===== config.mk =====
export PLATFORM = sky130hd
export DESIGN_NAME = pipelined_addsub
export DESIGN_NICKNAME = d
export VERILOG_FILES = /design/src/rtl/pipelined_addsub.sv
export SDC_FILE = /design/constraint.sdc
export NUM_CORES = 1
export LEC_CHECK = 0
export BUFFER_PORTS_ARGS = -buffer_cell sky130_fd_sc_hd__buf_2
export CORE_MARGIN = 1
export CORE_UTILIZATION = 55
export DETAILED_ROUTE_END_ITERATION = 7
export GPL_ROUTABILITY_DRIVEN = 0
export PLACE_DENSITY = 0.85
export REMOVE_ABC_BUFFERS = 1
export SYNTH_ARGS = -nofsm -noshare
export SYNTH_HDL_FRONTEND = slang
export SYNTH_SLANG_ARGS = --single-unit

===== constraint.sdc =====
create_clock -name clk -period 3.1 [get_ports clk]
set_clock_uncertainty 0.05 [all_clocks]
set_input_delay 0.31 -clock clk [delete_from_list [all_inputs] [get_ports clk]]
set_output_delay 0.31 -clock clk [all_outputs]
set_load 0.1 [all_outputs]

===== src/rtl/pipelined_addsub.sv =====
// Pipelined add/subtract unit. The carry chain is cut into SEG_WIDTH-bit segments.
// Each pipeline stage resolves one segment using the carry registered by the stage
// before it. Upper operand segments travel down the pipe (skew), and finished low
// result segments travel alongside them (de-skew). The result emerges fully
// assembled from the last stage.
module pipelined_addsub #(
    parameter int WIDTH     = 32,
    parameter int SEG_WIDTH = 16
) (
    input  logic             clk,
    input  logic             reset,
    input  logic             in_valid,
    output logic             in_ready,
    input  logic [WIDTH-1:0] input1,
    input  logic [WIDTH-1:0] input2,
    input  logic             sub,
    output logic             out_valid,
    input  logic             out_ready,
    output logic [WIDTH-1:0] out,
    output logic             carry_out,
    output logic             overflow
);
    localparam int STAGES = WIDTH / SEG_WIDTH;
    localparam int LAST   = STAGES - 1;
    localparam int MSB    = WIDTH - 1;

    if ((WIDTH % SEG_WIDTH) != 0 || WIDTH < SEG_WIDTH) begin : g_bad_seg
        $error("pipelined_addsub: WIDTH must be a non-zero multiple of SEG_WIDTH");
    end

    // Per-stage registers. a/b hold operand A and B' (B already inverted for
    // subtract), so the subtract flag itself is only needed as the stage-0 carry-in.
    logic             valid_q [STAGES];
    logic             valid_d [STAGES];
    logic [WIDTH-1:0] a_q     [STAGES];
    logic [WIDTH-1:0] a_d     [STAGES];
    logic [WIDTH-1:0] b_q     [STAGES];
    logic [WIDTH-1:0] b_d     [STAGES];
    logic [WIDTH-1:0] sum_q   [STAGES];
    logic [WIDTH-1:0] sum_d   [STAGES];
    logic             cy_q    [STAGES];
    logic             cy_d    [STAGES];
    logic             ovf_q;
    logic             ovf_d;
    logic             advance;

    // Handshake: a transfer happens on a side whenever valid && ready are both high
    // at a rising edge. The pipe moves as a whole (global stall); it may advance when
    // the last stage is empty or its result is being taken, so in_ready is
    // combinational on out_ready and a full pipe accepts and delivers in one cycle.
    assign advance  = !valid_q[LAST] || out_ready;
    assign in_ready = advance;

    for (genvar k = 0; k < STAGES; k++) begin : g_stage
        localparam logic [WIDTH-1:0] SEG_MASK = WIDTH'({SEG_WIDTH{1'b1}}) << (k * SEG_WIDTH);

        logic [WIDTH-1:0]   a_in;
        logic [WIDTH-1:0]   b_in;
        logic [WIDTH-1:0]   sum_in;
        logic               c_in;
        logic               v_in;
        logic [SEG_WIDTH:0] seg;

        if (k == 0) begin : g_first
            assign a_in   = input1;
            assign b_in   = sub ? ~input2 : input2;
            assign sum_in = '0;
            assign c_in   = sub;
            assign v_in   = in_valid;
        end else begin : g_next
            assign a_in   = a_q[k-1];
            assign b_in   = b_q[k-1];
            assign sum_in = sum_q[k-1];
            assign c_in   = cy_q[k-1];
            assign v_in   = valid_q[k-1];
        end

        // One SEG_WIDTH-bit slice of the carry chain; the top bit is the carry out.
        assign seg = {1'b0, a_in[k*SEG_WIDTH +: SEG_WIDTH]}
                   + {1'b0, b_in[k*SEG_WIDTH +: SEG_WIDTH]}
                   + (SEG_WIDTH+1)'(c_in);

        assign valid_d[k] = v_in;
        assign a_d[k]     = a_in;
        assign b_d[k]     = b_in;
        assign cy_d[k]    = seg[SEG_WIDTH];
        assign sum_d[k]   = (sum_in & ~SEG_MASK) | (WIDTH'(seg[SEG_WIDTH-1:0]) << (k * SEG_WIDTH));

        // The last segment holds the result MSB, so signed overflow is decided here.
        if (k == LAST) begin : g_ovf
            assign ovf_d = (a_in[MSB] == b_in[MSB]) && (seg[SEG_WIDTH-1] != a_in[MSB]);
        end
    end

    // Shift all stages together on advance; reset clears valids and datapath alike.
    always_ff @(posedge clk) begin
        if (reset) begin
            for (int k = 0; k < STAGES; k++) begin
                valid_q[k] <= 1'b0;
                a_q[k]     <= '0;
                b_q[k]     <= '0;
                sum_q[k]   <= '0;
                cy_q[k]    <= 1'b0;
            end
            ovf_q <= 1'b0;
        end else if (advance) begin
            for (int k = 0; k < STAGES; k++) begin
                valid_q[k] <= valid_d[k];
                a_q[k]     <= a_d[k];
                b_q[k]     <= b_d[k];
                sum_q[k]   <= sum_d[k];
                cy_q[k]    <= cy_d[k];
            end
            ovf_q <= ovf_d;
        end
    end

    assign out_valid = valid_q[LAST];
    assign out       = sum_q[LAST];
    assign carry_out = cy_q[LAST];
    assign overflow  = ovf_q;

endmodule


After elaboration in Yosys (flattened, before gate mapping)
Memory sizes are Yosys's and may differ from the RTL's.
Index checks and enable logic that the tools add are counted.
W data, S select, Z words.
- flip-flop bits (word level): 1
- bits in writable memories: 196
- word-level logic and storage cells: 43
- memories: 5
- memory list (memory ; words ; bits a word ; rd ports ; clocked after memory_dff ; wr ports ; RTL line ; text):
    a_q ; 2 ; 32 ; 1 ; 0 ; 2 ; 35 ; logic [WIDTH-1:0] a_q [STAGES];
    b_q ; 2 ; 32 ; 1 ; 0 ; 2 ; 37 ; logic [WIDTH-1:0] b_q [STAGES];
    sum_q ; 2 ; 32 ; 2 ; 0 ; 2 ; 39 ; logic [WIDTH-1:0] sum_q [STAGES];
    cy_q ; 2 ; 1 ; 2 ; 0 ; 2 ; 41 ; logic cy_q [STAGES];
    valid_q ; 2 ; 1 ; 2 ; 0 ; 2 ; 33 ; logic valid_q [STAGES];
- add/subtract/negate cells: 4
- equality and inequality tests: 2
- muxes and demuxes: 16
- bitwise logic cells: 12
- reductions and logical operators: 3
- operators by type and width (kind ; count):
    $mux W32 ; 7
    $add A16 B16 Y17 ; 2
    $add A17 B1 Y17 ; 2
    $not A32 Y32 ; 1
    $or A16 B32 Y32 ; 1
    $or A1 B1 Y1 ; 10
    $mux W1 ; 9
    $eq A1 B1 Y1 ; 1
    $logic_and A1 B1 Y1 ; 1
    $logic_not A1 Y1 ; 1
    $logic_or A1 B1 Y1 ; 1
    $ne A1 B1 Y1 ; 1

Longest topological paths before layout
Gate-level depths: netlist of run 1.
An unclocked memory read counts as a cell.
- word-level depth: 7
- depth in mapped cells: 10

Least setup slack after synthesis of run 1
OpenSTA, ideal clock, no wires.
- path type: reg2reg
- start: memory valid_q[1][0] (netlist: valid_q[0][1])
- end: memory a_q[0][16], enable pin
- setup time: 0.407 ns
- data arrival time: 2.938 ns
- data required time: 2.643 ns
- slack: -0.295 ns
- stages on the path, launching flop included: 3
- path buffers: 0
- period minus slack after synthesis: 3.395 ns
- path through: edfxtp_1 > nand2b_1 > or2_2
- RTL lines (what ; RTL line):
    start, declared ; 33
    end, declared ; 35

==> results of run 1 <==
## area by class of cell
| cell class | instances | share of cell area [%] |
|---|---|---|
| inverters | 12 | 0.794 |
| flip-flops and latches | 85 | 44.8 |
| clock buffers | 9 | 2.18 |
| well taps | 105 | 2.32 |
| repair buffers | 109 | 10.1 |
| multi-input cells | 307 | 38.3 |
| clock inverters | 7 | 1.59 |
## cells in the mapped netlist, types with 2 or more instances
cell      number  area [um2]
buf_1          3        11.3
a21o_1         6        45.0
nor2_1        44         165
and3_1         3        18.8
or3_1          4        25.0
xor2_1        24         210
and2_1        36         225
o221ai_1       2        17.5
clkbuf_1      11        41.3
edfxtp_1      84        2520
a21oi_1       23         115
nand3_1        9        45.0
fa_1           3        60.1
a31oi_1        2        12.5
inv_1         12        45.0
o21a_1        13        97.6
a211o_1        3        26.3
nor3_1        17        85.1
ha_1          30         375
nand2b_1       3        18.8
a211oi_1       4        30.0
xnor2_1       22         193
nand2_1       19        71.3
nor3b_1        4        30.0
o21ai_0       14        70.1
nor2b_1        3        18.8
## cells by family (layout without fill, tap and decap cells)
kind of cell	Yosys count	after routing	share of synthesized area (%)
simple gates	144	144	14.9
mux	2	2	0.444
compound gates	82	82	12.0
xor+xnor	46	46	8.40
flops	85	85	53.0
fa+ha+maj	33	33	9.08
buf+inv	27	137	2.14
## metal layers
| layer | vias to the layer above | wire, um |
|---|---|---|
| met3 | 10 | 570 |
| met4 | 0 | 75 |
| li1 | 1728 | - |
| met2 | 136 | 5040 |
| met1 | 1691 | 3720 |
| met5 | - | 0 |
## metrics by stage
stage                     util, %  setup WS (ns)  TNS (ns)  total power [mW]  std cells
after global placement       65.3          0.299         0              2.55        618
after global routing         68.0         0.0173         0              3.56        634
after detailed placement     65.3          0.146         0              2.58        618
final                        68.0          0.191         0              3.39        634
after floorplan                 -         -0.337    -42.21              2.36        404
after CTS                    67.9         0.0945         0              3.41        634
## power groups by stage
stage,clock network (mW),logic (mW),registers (mW)
global route,0.904,1.19,1.47
floorplan,0,0.434,1.93
global placement,0,1.07,1.48
finish,0.828,1.11,1.46
CTS,0.847,1.10,1.46
detailed placement,0,1.09,1.49
## final timing paths
check                           slack, ns                        to                startpoint  cells after the start
worst max-delay path                 0.19  cy_q[0][1]$_SDFFCE_PN0P_  cy_q[0][0]$_SDFFCE_PN0P_                      8
worst min-delay path                 0.19  a_q[0][17]$_SDFFCE_PN0P_                input1[17]                      2
worst max register to register       0.19  cy_q[0][1]$_SDFFCE_PN0P_  cy_q[0][0]$_SDFFCE_PN0P_                      8
worst min register to register       0.43     overflow$_SDFFE_PP0P_     overflow$_SDFFE_PP0P_                      2
## worst max-delay path, cell delays in order (launching register included)
cell,delay (ns)
edfxtp_1,0.41
fa_1,0.51
fa_1,0.45
a21o_1,0.24
a31oi_2,0.30
o2bb2ai_2,0.13
o21ba_2,0.24
a211oi_1,0.25
nor2_1,0.09
## flip-flops by register name, summed over array words and instances, names as in the netlist
register and cells:
cy_q 2, b_q 16, sum_q 48, a_q 16
valid_q 2, overflow 1
## repair_timing
action	CTS	global route
hold buffers	0	0
endpoints found under the setup margin	0	1
gates resized for setup	0	2
endpoints found under the hold margin	0	0
==> results.tsv, run 1 <==
metric	value	unit
Final setup viols	0	
vias in the first global route	3389	
Final ANT Viol Nets	0	
vias after detailed routing	3565	
commonest cells after routing, fill and taps aside	buf_2, edfxtp_1, nor2_1	
number of port buffers	104	
switch share	37.4	%
Max Cap Viol	0	
final net count	626	
NetSw	1.27	mW
synthesized flop and latch total	85	
async set-reset flop share out of synthesis	0	%
vias per std cell	5.62	
critical path data arrival time	2.95	ns
CTS root buf	clkbuf_8	
pwr/cell area	598	nW/um2
CTS Buffer Depth	2	
core area	8340	um2
Final Hold Vio Count	0	
filler instances	633	
status	complete, no violations	
DRC violations left	0	
Post-Synthesis Cells	419	
die area	9100	um2
fmax	344	MHz
die width	95.4	um
Area after DPL	5450	um2
Slew Limit Fails	0	
Peak VDD IR	0.252	mV
sequential power share	43.0	%
post-DP HPWL	6.73	mm
Post-Syn Area	4800	um2
Reg clk slew, reported paths	0.10	ns
post-CTS setup buffers	0	
ys flop type	edfxtp_1	
Tcrit/Tclk final	93.8	%
number of I/O pins	105	
Worst EP required	3.14	ns
Worst Hold Class	primary input to register	
minimum clock period	2.91	ns
largest net degree at the start of global routing	49	
Multi-input gate area	2170	um2
relative slew slack	37.3	%
Register Area	2540	um2
CTS buffer count	9	
worst-path maximum fanout	3	
gr usage total	22.2	%
first-pass GRT wire length	15.4	mm
Post-Layout Inst Area	5670	um2
Ys Warns	0	
Global Route met1 Usage	26.6	%
die height	95.4	um
CTS tree	built	
Detailed Route WL	9.41	mm
busiest grt layer	met2	
RSZ-0062 raised after global routing	false	
commonest non-fill, non-tap cell in the layout	buf_2	
P_leak	2.57	nW
P_int	2.13	mW
wire per inst	14.8	um
CP Launch Type	register	
hold slack final	0.187	ns
met3 Use GR	4.78	%
share of cells above drive strength 1	25.5	%
CTS sink cnt	85	
Seq/Total Area, Yosys	53.0	%
unique cell type count in the Yosys netlist	47	
global route total overflow	0	
CTS HTree Levels	3	
Starting Density	57.5	%
# rows	33	
number of diodes	0	
GR Util met2	40.1	%
EDFF count, synth	84	
antenna violations before repair	0	
power share of the clock group	24.4	%
Worst setup EP type	register	
Clock Latency Late Sink	0.34	ns
Combinational Power Share	32.6	%
syn_area_per_cell	11.4	um2
DRT iter0 DRCs	144	
Detailed Routing Iterations Pass 1	5	
Setup CP Type	register to register	
Layout area overhead	18.3	%
Worst Tran Pin Value	0.941	ns
Power figures use the tool's default switching activity.
==> run 2, diff against run 1 <==
PLACE_DENSITY = unset   (was 0.85)
PLACE_DENSITY_LB_ADDON = 0.08   (was unset)
==> run 2 against run 1 <==
Net effect: count of clock-buffer cells in the layout did not move; sequential power barely moved; clock power fell by 9.1%; worst hold slack improved by 0.0016 ns.
==> results.tsv, run 2 (synthesis gave the netlist of run 1 again) <==
metric	value	unit	change
status	complete, no violations		
core area	8340	um2	unchanged
Detailed Route WL	8.81	mm	-6.3%
sequential power share	44.1	%	+1.1 points
hold slack final	0.188	ns	+0.00157 ns
CTS HTree Levels	3		unchanged
largest net degree at the start of global routing	52		+6.1%
pwr/cell area	586	nW/um2	-1.9%
minimum clock period	2.90	ns	-0.0113 ns
CTS Buffer Depth	2		unchanged
max reg flops	48		unchanged
Combinational Power Share	33.0	%	+0.4 points
die width	95.4	um	unchanged
Worst EP required	3.14	ns	about the same
wire per inst	13.9	um	-6.0%
Resized cells post-CTS	0		unchanged
fmax	345	MHz	+0.39%
Layout area overhead	17.4	%	
most flop-heavy register	sum_q		
vias after detailed routing	3414		-4.2%
commonest cells after routing, fill and taps aside	buf_2, edfxtp_1, nor2_1		
vias per std cell	5.40		-3.9%
final net count	625		-0.16%
utilization after layout	67.5	%	-0.54 points
Tot Pwr	3.30	mW	-2.7%
number of port buffers	104		unchanged
Worst Hold Class	primary input to register		
Largest regs	sum_q x48, a_q x16, b_q x16		
Final Hold Vio Count	0		unchanged
DRT iter0 DRCs	93		-35%
hold buffer count at CTS	0		unchanged
commonest non-fill, non-tap cell in the layout	buf_2		
DP Cell Count	617		-0.16%
first-pass GRT wire length	14.4	mm	-6.4%
Post-Layout Inst Area	5630	um2	-0.79%
Area after DPL	5440	um2	-0.14%
Tcrit/Tclk final	93.5	%	-0.37 points
pre-CTS setup slack	0.244	ns	+0.0980 ns
# rows	33		unchanged
CTS tree	built		
P_leak	2.55	nW	-0.87%
final critical-path setup slack	0.202	ns	+0.0113 ns
relative slew slack	35.2	%	-2.0 points
Setup CP Type	register to register		
die area	9100	um2	unchanged
CTS sink cnt	85		unchanged
power share of the clock group	22.8	%	-1.6 points
filler instances	652		+3.0%
global route total overflow	0		unchanged
Clock Latency Late Sink	0.34	ns	about the same
total negative slack	0	ns	unchanged
Peak VDD IR	0.246	mV	-2.6%
Final ANT Viol Nets	0		unchanged
Layout Cells excl Fill	632		-0.32%
CP Launch Type	register		
NetSw	1.21	mW	-4.8%
Detailed Routing Iterations Pass 1	4		-1
most used cell, CP	fa_1		
die height	95.4	um	unchanged
cell at the slowest stage of the critical path	fa_1		
Slew Limit Fails	0		unchanged
Starting Density	57.5	%	unchanged
number of diodes	0		unchanged
Worst Tran Pin Value	0.971	ns	+0.0307 ns
antenna violations before repair	0		unchanged
R2R Setup Slk	0.20	ns	about the same
critical path data arrival time	2.94	ns	about the same
CP max stage delay	0.52	ns	about the same
Reg clk slew, reported paths	0.08	ns	-0.02 ns
Worst setup EP type	register		
worst-path maximum fanout	3		unchanged
Max Cap Viol	0		unchanged
P_int	2.09	mW	-1.5%
share of cells above drive strength 1	24.9	%	-0.66 points
vias in the first global route	3273		-3.4%
CTS root buf	clkbuf_8		
gr usage total	20.9	%	-1.3 points
switch share	36.6	%	-0.79 points
post-CTS setup buffers	0		unchanged
post-DP HPWL	6.43	mm	-4.4%
DRC violations left	0		unchanged
RSZ-0062 raised after global routing	false		
number of I/O pins	105		unchanged
Final setup viols	0		unchanged
crit path cell chain	fa_1, fa_1, a21o_1, a31oi_1, o2bb2ai_1, o21ba_2, a211oi_1, nor2_1		
CTS buffer count	9		unchanged
==> run 2: layer usage <==
layer	wire, um	track usage [%]	vias up
met1	3650	23.5	1572
met2	4590	38.6	103
met4	191	7.96	0
met5	0	0	-
li1	-	-	1725
met3	375	4.23	14
==> run 2: path summary, 6_finish.rpt <==
kind / startpoint / to / cells after the start
setup / recovery: cy_q[0][0]$_SDFFCE_PN0P_ / cy_q[0][1]$_SDFFCE_PN0P_ / 8
hold / removal: input1[17] / a_q[0][17]$_SDFFCE_PN0P_ / 2
setup reg to reg: cy_q[0][0]$_SDFFCE_PN0P_ / cy_q[0][1]$_SDFFCE_PN0P_ / 8
hold reg to reg: overflow$_SDFFE_PP0P_ / overflow$_SDFFE_PP0P_ / 2
==> run 2: cell type report <==
class / count / area [um2] / share of cell area [%]
clock buffers: 9 / 124 / 2.20
flip-flops and latches: 85 / 2540 / 45.2
inverters: 12 / 45.0 / 0.800
repair buffers: 108 / 563 / 10.0
clock inverters: 6 / 65.1 / 1.16
multi-input cells: 307 / 2160 / 38.3
well taps: 105 / 131 / 2.33
==> run 2: critical path, delay by kind of cell (launching register included) <==
kind                       cells  cell delay (ns)
AOI/OAI and AO/OA              5             1.17
DFF                            1             0.41
and+or+nand+nor                1             0.07
adders and majority gates      2             0.94
==> run 2: power groups by stage <==
stage | registers (mW) | logic, mW | clock network [mW]
global placement | 1.48 | 1.07 | 0
finish | 1.46 | 1.09 | 0.753
CTS | 1.46 | 1.09 | 0.775
floorplan | 1.93 | 0.434 | 0
detailed placement | 1.49 | 1.09 | 0
global route | 1.47 | 1.17 | 0.822
